## config.mk

```make
export PLATFORM = sky130hd
export DESIGN_NAME = wash_phase_timer_flat
export DESIGN_NICKNAME = d
export VERILOG_FILES = /design/src/rtl/wash_phase_timer_pkg.sv /design/src/rtl/wash_phase_timer_if.sv /design/src/rtl/wash_phase_timer_tick_prescaler.sv /design/src/rtl/wash_phase_timer.sv /design/src/flat_wrapper.sv
export SDC_FILE = /design/constraint.sdc
export NUM_CORES = 1
export LEC_CHECK = 0
export ABC_AREA = 1
export ABC_CLOCK_PERIOD_IN_PS = 2510
export CAP_MARGIN = 10
export CORE_ASPECT_RATIO = 0.7
export CORE_UTILIZATION = 50
export DETAILED_ROUTE_END_ITERATION = 16
export PLACE_DENSITY = 0.74
export SYNTH_ARGS = -nofsm -noshare
export SYNTH_HDL_FRONTEND = slang
export SYNTH_SLANG_ARGS = --single-unit
```

## constraint.sdc

```tcl
create_clock -name clock -period 2.51 [get_ports clock]
set_clock_uncertainty 0.15 [all_clocks]
set_input_delay 0.251 -clock clock [delete_from_list [all_inputs] [get_ports clock]]
set_output_delay 0.251 -clock clock [all_outputs]
set_load 0.05 [all_outputs]
```

## src/rtl/wash_phase_timer_pkg.sv

```systemverilog
// ----------------------------------------------------------------------------
// wm_pkg
// Encodings shared by the Microcontroller FSM and the wash_phase_timer.
//   - STATE_W and the controller state codes (IDLE..SPIN; codes 6-7 unused)
//   - phase_t : internal timer phase (untimed / counting / expired)
//   - is_timed() : 1 for the phases that carry a duration
//   - dur_sel()  : maps a timed state code to its duration-select index
// ----------------------------------------------------------------------------
package wm_pkg;

  localparam int STATE_W = 3;

  localparam logic [STATE_W-1:0] IDLE  = 3'd0;
  localparam logic [STATE_W-1:0] READY = 3'd1;
  localparam logic [STATE_W-1:0] SOAK  = 3'd2;
  localparam logic [STATE_W-1:0] WASH  = 3'd3;
  localparam logic [STATE_W-1:0] RINSE = 3'd4;
  localparam logic [STATE_W-1:0] SPIN  = 3'd5;

  typedef enum logic [1:0] {
    PH_UNTIMED = 2'd0,
    PH_COUNT   = 2'd1,
    PH_EXPIRED = 2'd2
  } phase_t;

  function automatic logic is_timed(input logic [STATE_W-1:0] s);
    return (s == SOAK) || (s == WASH) || (s == RINSE) || (s == SPIN);
  endfunction

  // Index 0..3 = SOAK, WASH, RINSE, SPIN; untimed codes return 0 but are
  // never used to load the counter.
  function automatic logic [1:0] dur_sel(input logic [STATE_W-1:0] s);
    logic [1:0] sel;
    case (s)
      SOAK:    sel = 2'd0;
      WASH:    sel = 2'd1;
      RINSE:   sel = 2'd2;
      SPIN:    sel = 2'd3;
      default: sel = 2'd0;
    endcase
    return sel;
  endfunction

endpackage

```

## src/rtl/wash_phase_timer_if.sv

```systemverilog
// ----------------------------------------------------------------------------
// wash_phase_timer_if
// Signals exchanged between the controller side and the phase timer.
//   state          : controller state code (controller -> timer)
//   sig_Lid_Closed : 1 = lid closed, 0 pauses timing (controller -> timer)
//   sig_Time_Out   : one-cycle phase-expired pulse (timer -> controller)
//   remaining      : ticks left in current phase (timer -> controller)
//   running        : timed phase actively counting (timer -> controller)
// Modports: master = controller side, slave = timer side.
// ----------------------------------------------------------------------------
interface wash_phase_timer_if
  import wm_pkg::*;
#(
  parameter int CNT_W = 16
) ();

  logic [STATE_W-1:0] state;
  logic               sig_Lid_Closed;
  logic               sig_Time_Out;
  logic [CNT_W-1:0]   remaining;
  logic               running;

  modport master (
    output state,
    output sig_Lid_Closed,
    input  sig_Time_Out,
    input  remaining,
    input  running
  );

  modport slave (
    input  state,
    input  sig_Lid_Closed,
    output sig_Time_Out,
    output remaining,
    output running
  );

endinterface

```

## src/rtl/wash_phase_timer_tick_prescaler.sv

```systemverilog
// ----------------------------------------------------------------------------
// tick_prescaler
// Divides the clock into timer ticks. Counts 0..TICK_DIV-1 while enabled and
// holds its value while disabled; tick is high during the cycle whose rising
// edge wraps the count back to 0.
//   clock  : system clock, rising edge
//   reset  : asynchronous, active-high
//   clear  : synchronous restart of the count (overrides enable, no tick)
//   enable : advance the count this cycle
//   tick   : one-cycle tick pulse (combinational from count/enable/clear)
// ----------------------------------------------------------------------------
module tick_prescaler #(
  parameter int TICK_DIV = 4
) (
  input  logic clock,
  input  logic reset,
  input  logic clear,
  input  logic enable,
  output logic tick
);

  localparam int          PW   = (TICK_DIV > 1) ? $clog2(TICK_DIV) : 1;
  localparam logic [PW-1:0] LAST = PW'(TICK_DIV - 1);

  logic [PW-1:0] cnt;

  assign tick = enable && !clear && (cnt == LAST);

  always_ff @(posedge clock or posedge reset) begin
    if (reset) begin
      cnt <= '0;
    end else if (clear) begin
      cnt <= '0;
    end else if (enable) begin
      if (cnt == LAST) cnt <= '0;
      else             cnt <= cnt + PW'(1);
    end
  end

endmodule

```

## src/rtl/wash_phase_timer.sv

```systemverilog
// ----------------------------------------------------------------------------
// wash_phase_timer
// Times each washing-machine phase for the Microcontroller FSM. On entry to a
// timed phase (SOAK/WASH/RINSE/SPIN) the phase duration is loaded and counted
// down in prescaled ticks, pausing while the lid is open. The tick that takes
// the count from 1 to 0 raises sig_Time_Out for one cycle.
//   clock : system clock, rising edge
//   reset : asynchronous, active-high
//   bus   : wash_phase_timer_if.slave
//           in : state, sig_Lid_Closed
//           out: sig_Time_Out, remaining, running
// ----------------------------------------------------------------------------
module wash_phase_timer
  import wm_pkg::*;
#(
  parameter int TICK_DIV    = 4,
  parameter int CNT_W       = 16,
  parameter int SOAK_TICKS  = 3,
  parameter int WASH_TICKS  = 5,
  parameter int RINSE_TICKS = 4,
  parameter int SPIN_TICKS  = 6
) (
  input  logic               clock,
  input  logic               reset,
  wash_phase_timer_if.slave  bus
);

  localparam logic [CNT_W-1:0] ONE = CNT_W'(1);

  // A zero duration would never expire, so it is stretched to one tick.
  function automatic logic [CNT_W-1:0] phase_duration(input logic [1:0] sel);
    logic [CNT_W-1:0] d;
    case (sel)
      2'd0:    d = CNT_W'(SOAK_TICKS);
      2'd1:    d = CNT_W'(WASH_TICKS);
      2'd2:    d = CNT_W'(RINSE_TICKS);
      default: d = CNT_W'(SPIN_TICKS);
    endcase
    if (d == '0) d = ONE;
    return d;
  endfunction

  logic [STATE_W-1:0] prev_state;
  phase_t             phase_q, phase_nxt;
  logic [CNT_W-1:0]   remaining_q, remaining_nxt;
  logic               pulse_q, pulse_nxt;
  logic               entry;
  logic               tick;

  assign entry = (bus.state != prev_state);

  tick_prescaler #(
    .TICK_DIV (TICK_DIV)
  ) u_prescaler (
    .clock  (clock),
    .reset  (reset),
    .clear  (entry),
    .enable ((phase_q == PH_COUNT) && bus.sig_Lid_Closed),
    .tick   (tick)
  );

  always_ff @(posedge clock or posedge reset) begin
    if (reset) begin
      prev_state  <= IDLE;
      phase_q     <= PH_UNTIMED;
      remaining_q <= '0;
      pulse_q     <= 1'b0;
    end else begin
      prev_state  <= bus.state;
      phase_q     <= phase_nxt;
      remaining_q <= remaining_nxt;
      pulse_q     <= pulse_nxt;
    end
  end

  // Entry takes priority over a coincident expiry tick: the counter reloads
  // and the pulse is suppressed.
  always_comb begin
    phase_nxt     = phase_q;
    remaining_nxt = remaining_q;
    pulse_nxt     = 1'b0;
    if (entry) begin
      if (is_timed(bus.state)) begin
        phase_nxt     = PH_COUNT;
        remaining_nxt = phase_duration(dur_sel(bus.state));
      end else begin
        phase_nxt     = PH_UNTIMED;
        remaining_nxt = '0;
      end
    end else if (tick && (phase_q == PH_COUNT) && (remaining_q != '0)) begin
      remaining_nxt = remaining_q - ONE;
      if (remaining_q == ONE) begin
        pulse_nxt = 1'b1;
        phase_nxt = PH_EXPIRED;
      end
    end
  end

  assign bus.sig_Time_Out = pulse_q;
  assign bus.remaining    = remaining_q;
  assign bus.running      = (phase_q == PH_COUNT);

endmodule
```

## src/flat_wrapper.sv

```systemverilog
// flat-port wrapper written by rule: the top's interface ports become plain ports
module wash_phase_timer_flat import wm_pkg::*;
#(
  parameter int TICK_DIV    = 4,
  parameter int CNT_W       = 16,
  parameter int SOAK_TICKS  = 3,
  parameter int WASH_TICKS  = 5,
  parameter int RINSE_TICKS = 4,
  parameter int SPIN_TICKS  = 6
)
  (clock, reset, bus_state, bus_sig_Lid_Closed, bus_sig_Time_Out, bus_remaining, bus_running);
  wash_phase_timer_if #(.CNT_W(CNT_W)) bus_i ();
  input  logic clock;
  input  logic reset;
  input wire logic [$bits(bus_i.state)-1:0] bus_state;
  input wire logic [$bits(bus_i.sig_Lid_Closed)-1:0] bus_sig_Lid_Closed;
  output wire logic [$bits(bus_i.sig_Time_Out)-1:0] bus_sig_Time_Out;
  output wire logic [$bits(bus_i.remaining)-1:0] bus_remaining;
  output wire logic [$bits(bus_i.running)-1:0] bus_running;
  assign bus_i.state = bus_state;
  assign bus_i.sig_Lid_Closed = bus_sig_Lid_Closed;
  assign bus_sig_Time_Out = bus_i.sig_Time_Out;
  assign bus_remaining = bus_i.remaining;
  assign bus_running = bus_i.running;
  wash_phase_timer #(.TICK_DIV(TICK_DIV), .CNT_W(CNT_W), .SOAK_TICKS(SOAK_TICKS), .WASH_TICKS(WASH_TICKS), .RINSE_TICKS(RINSE_TICKS), .SPIN_TICKS(SPIN_TICKS)) u_core (.clock(clock), .reset(reset), .bus(bus_i));
endmodule
```

==> results.toml <==
[placement]
portBuffers = 23
place_hpwl_mm = 2.53
routabilityCongestion = 0.819

[worst_setup_path]
end_kind = "output pin"
critPathKind = "flop to output pin"
r2r-end = "u_core.bus.remaining[12]"
worstSetupStartpointType = "flop"
r2r-start = "u_core.bus.remaining[0]"
crit_required_ns = 2.11
crit_fanout = 4
reg2reg_depth = 8
regToRegSetupSlack_ns = 0.45
worstPathArrival_ns = 1.73

[cts]
clockBufferDepth = 2
clkTransAtPathRegs_ns = 0.08
cts_made_buffers = 3
cts_tree = "built"
postCtsSetupBuffers = 0
insertion_delay_ns = 0.27
h-tree-depth = 1
cts_resized = 0
cts.sinks = 24
cts_hold_buffers = 0
ctsRootBufferMaster = "clkbuf_8"

[sta]
setup_viol = 0
fmax_ghz = 0.469
hold_viol_final = 0
drv_slew = 0
worst_slew_pin_slew_ns = 0.500
maxSlewHeadroom = 0.665
rsz0062_at_grt = "false"
tns_ns = 0
finalCritPeriodShare = 0.850
period_minus_slack_ns = 2.13

[synthesis]
synth-seq-cells = 24
syn_inst = 226
syn_area_per_cell_um2 = 6.83
syn-num-nets = 236
synthesis.area_um2 = 1540
ys_warn_count = 0
ys_types = 24
yosysSeqAreaShare = 0.389

[power_and_ir_drop]
p_seq_frac = 0.365
power.internal_uw = 737
powerDensity_nw_per_um2 = 665
share_comb_of_total_power = 0.422
clockPowerShare = 0.212
p_leak_nw = 1.01
switching_power_uw = 512
ir_worst_vdd_mv = 0.348
p_sw_frac = 0.410

[global_routing]
grt_pass1_wl_mm = 5.56
grt_pass1_vias = 1207
overflow = 0
grtUsageTotal = 0.228
grt_max_degree = 25
grt_antenna_before_repair = 0

[drt]
drc_errors = 0
drt_iter0_drc = 53
drt_pre_antenna_iters = 4
vias = 1410
wl_mm = 3.28
viasPerCell = 4.86
wl_per_cell_um = 11.3
ant_nets = 0

[finish]
fin_util = 0.656
nets = 265
multiInputGateArea_um2 = 810
syn_to_final_growth_pct = 21.8
num_antenna_cells = 0
drive_gt1_frac = 0.0787
seq_area_um2 = 601
fillers = 280

[floorplan]
start_util = 0.539
pin_count = 24
rows = 16
design.core.area_um2 = 2860
dieArea_um2 = 3320
die_h_um = 48.5
die_w_um = 68.4

[outcome]
status = "complete, no violations"

[min_path]
hold_class = "input port to async pin"

[job]
maxCapViolations = 0
[how the worst max path moves through the flow]
stage                          endpoint  slack, ns                    start  cells past startpoint
4_1_cts                     bus_running       0.37        u_core.phase_q[1]                      2
6_report                    bus_running       0.38        u_core.phase_q[1]                      2
3_3_place_gp    u_core.bus.remaining[1]       0.37             bus_state[1]                     11
5_1_grt        u_core.bus.remaining[10]       0.29  u_core.bus.remaining[0]                      9
2_1_floorplan  u_core.bus.remaining[10]       0.42        u_core.phase_q[1]                      7
3_5_place_dp    u_core.bus.remaining[1]       0.31             bus_state[1]                     11
[final cells by class]
| class | count | share of cell area |
|---|---|---|
| clock buffers | 4 | 0.0293 |
| inverters | 27 | 0.0539 |
| multi-input cells | 171 | 0.431 |
| flip-flops and latches | 24 | 0.320 |
| well taps | 36 | 0.0240 |
| repair buffers | 28 | 0.142 |
[placed cells by master (no fill, tap or decap), drive strengths merged]
cell type / count
xnor2: 1
nor2: 33
nand3: 23
xor2: 3
dfrtp: 24
ha: 4
nand3b: 1
buf: 5
o21ai: 13
or2: 2
a21oi: 5
inv: 27
clkdlybuf4s50: 23
nor3: 1
nand2: 82
clkbuf: 4
o21bai: 2
nand4: 1
[worst max-delay path, cell delays in order (launching register included)]
cell and delay (ns):
dfrtp_1 0.39, nor2_1 0.22, clkdlybuf4s50_1 0.85
[cells in the mapped netlist]
cell type	number	share of area
nand2_1	80	0.19
nor2_1	31	0.075
inv_1	27	0.066
dfrtp_1	24	0.39
nand3_1	23	0.075
o21ai_0	7	0.023
a21oi_1	4	0.013
ha_1	4	0.032
o21ai_2	4	0.023
xor2_1	3	0.017
buf_6	2	0.015
nand2_2	2	0.0081
o21ai_1	2	0.0065
o21bai_1	2	0.0097
or2_2	2	0.0081
a21oi_4	1	0.011
buf_2	1	0.0032
clkbuf_1	1	0.0024
nand3b_1	1	0.0049
nand4_1	1	0.0041
nor2_2	1	0.0041
nor2_4	1	0.0073
nor3_1	1	0.0032
xnor2_1	1	0.0057
[cell families (layout without fill, tap and decap cells)]
logic type,after synthesis,count (layout),share of synthesized area
AOI/OAI and AO/OA,20,20,0.0852
xor gates and xnor gates,4,4,0.0227
adders and majority gates,4,4,0.0324
buffers and inverters,31,59,0.0860
DFF,24,24,0.389
and+or+nand+nor,143,143,0.384
[state kept, by name, indices dropped and copies added, names as in the netlist]
name,cells
u_core.prev_state,3
u_core.u_prescaler.cnt,2
u_core.phase_q,2
u_core.bus.sig_Time_Out,1
u_core.bus.remaining,16
[stage by stage]
stage / setup WS [ns] / instance area (µm²) / cells / hold slack (ns) / power (mW)
after floorplan: 0.420 / 1540 / 226 / 0.116 / 0.855
after global placement: 0.368 / 1820 / 286 / 0.326 / 0.985
after global routing: 0.293 / 1880 / 290 / 0.253 / 1.34
after CTS: 0.369 / 1880 / 290 / 0.185 / 1.26
final: 0.377 / 1880 / 290 / 0.175 / 1.25
after detailed placement: 0.315 / 1820 / 286 / 0.335 / 0.990
[metal layers]
| layer | wire length, µm | global-route usage |
|---|---|---|
| met5 | 0 | 0 |
| met4 | 49 | 0.0729 |
| met3 | 140 | 0.0566 |
| met1 | 1780 | 0.349 |
| met2 | 1310 | 0.309 |
[power groups by stage]
stage	Clock (mW)	Combinational [mW]	Sequential (mW)
6_report	0.265	0.527	0.456
4_1_cts	0.273	0.530	0.456
2_1_floorplan	0	0.318	0.538
3_3_place_gp	0	0.522	0.463
5_1_grt	0.288	0.587	0.463
3_5_place_dp	0	0.527	0.463
Note: power is estimated with default switching activity, not from simulation.
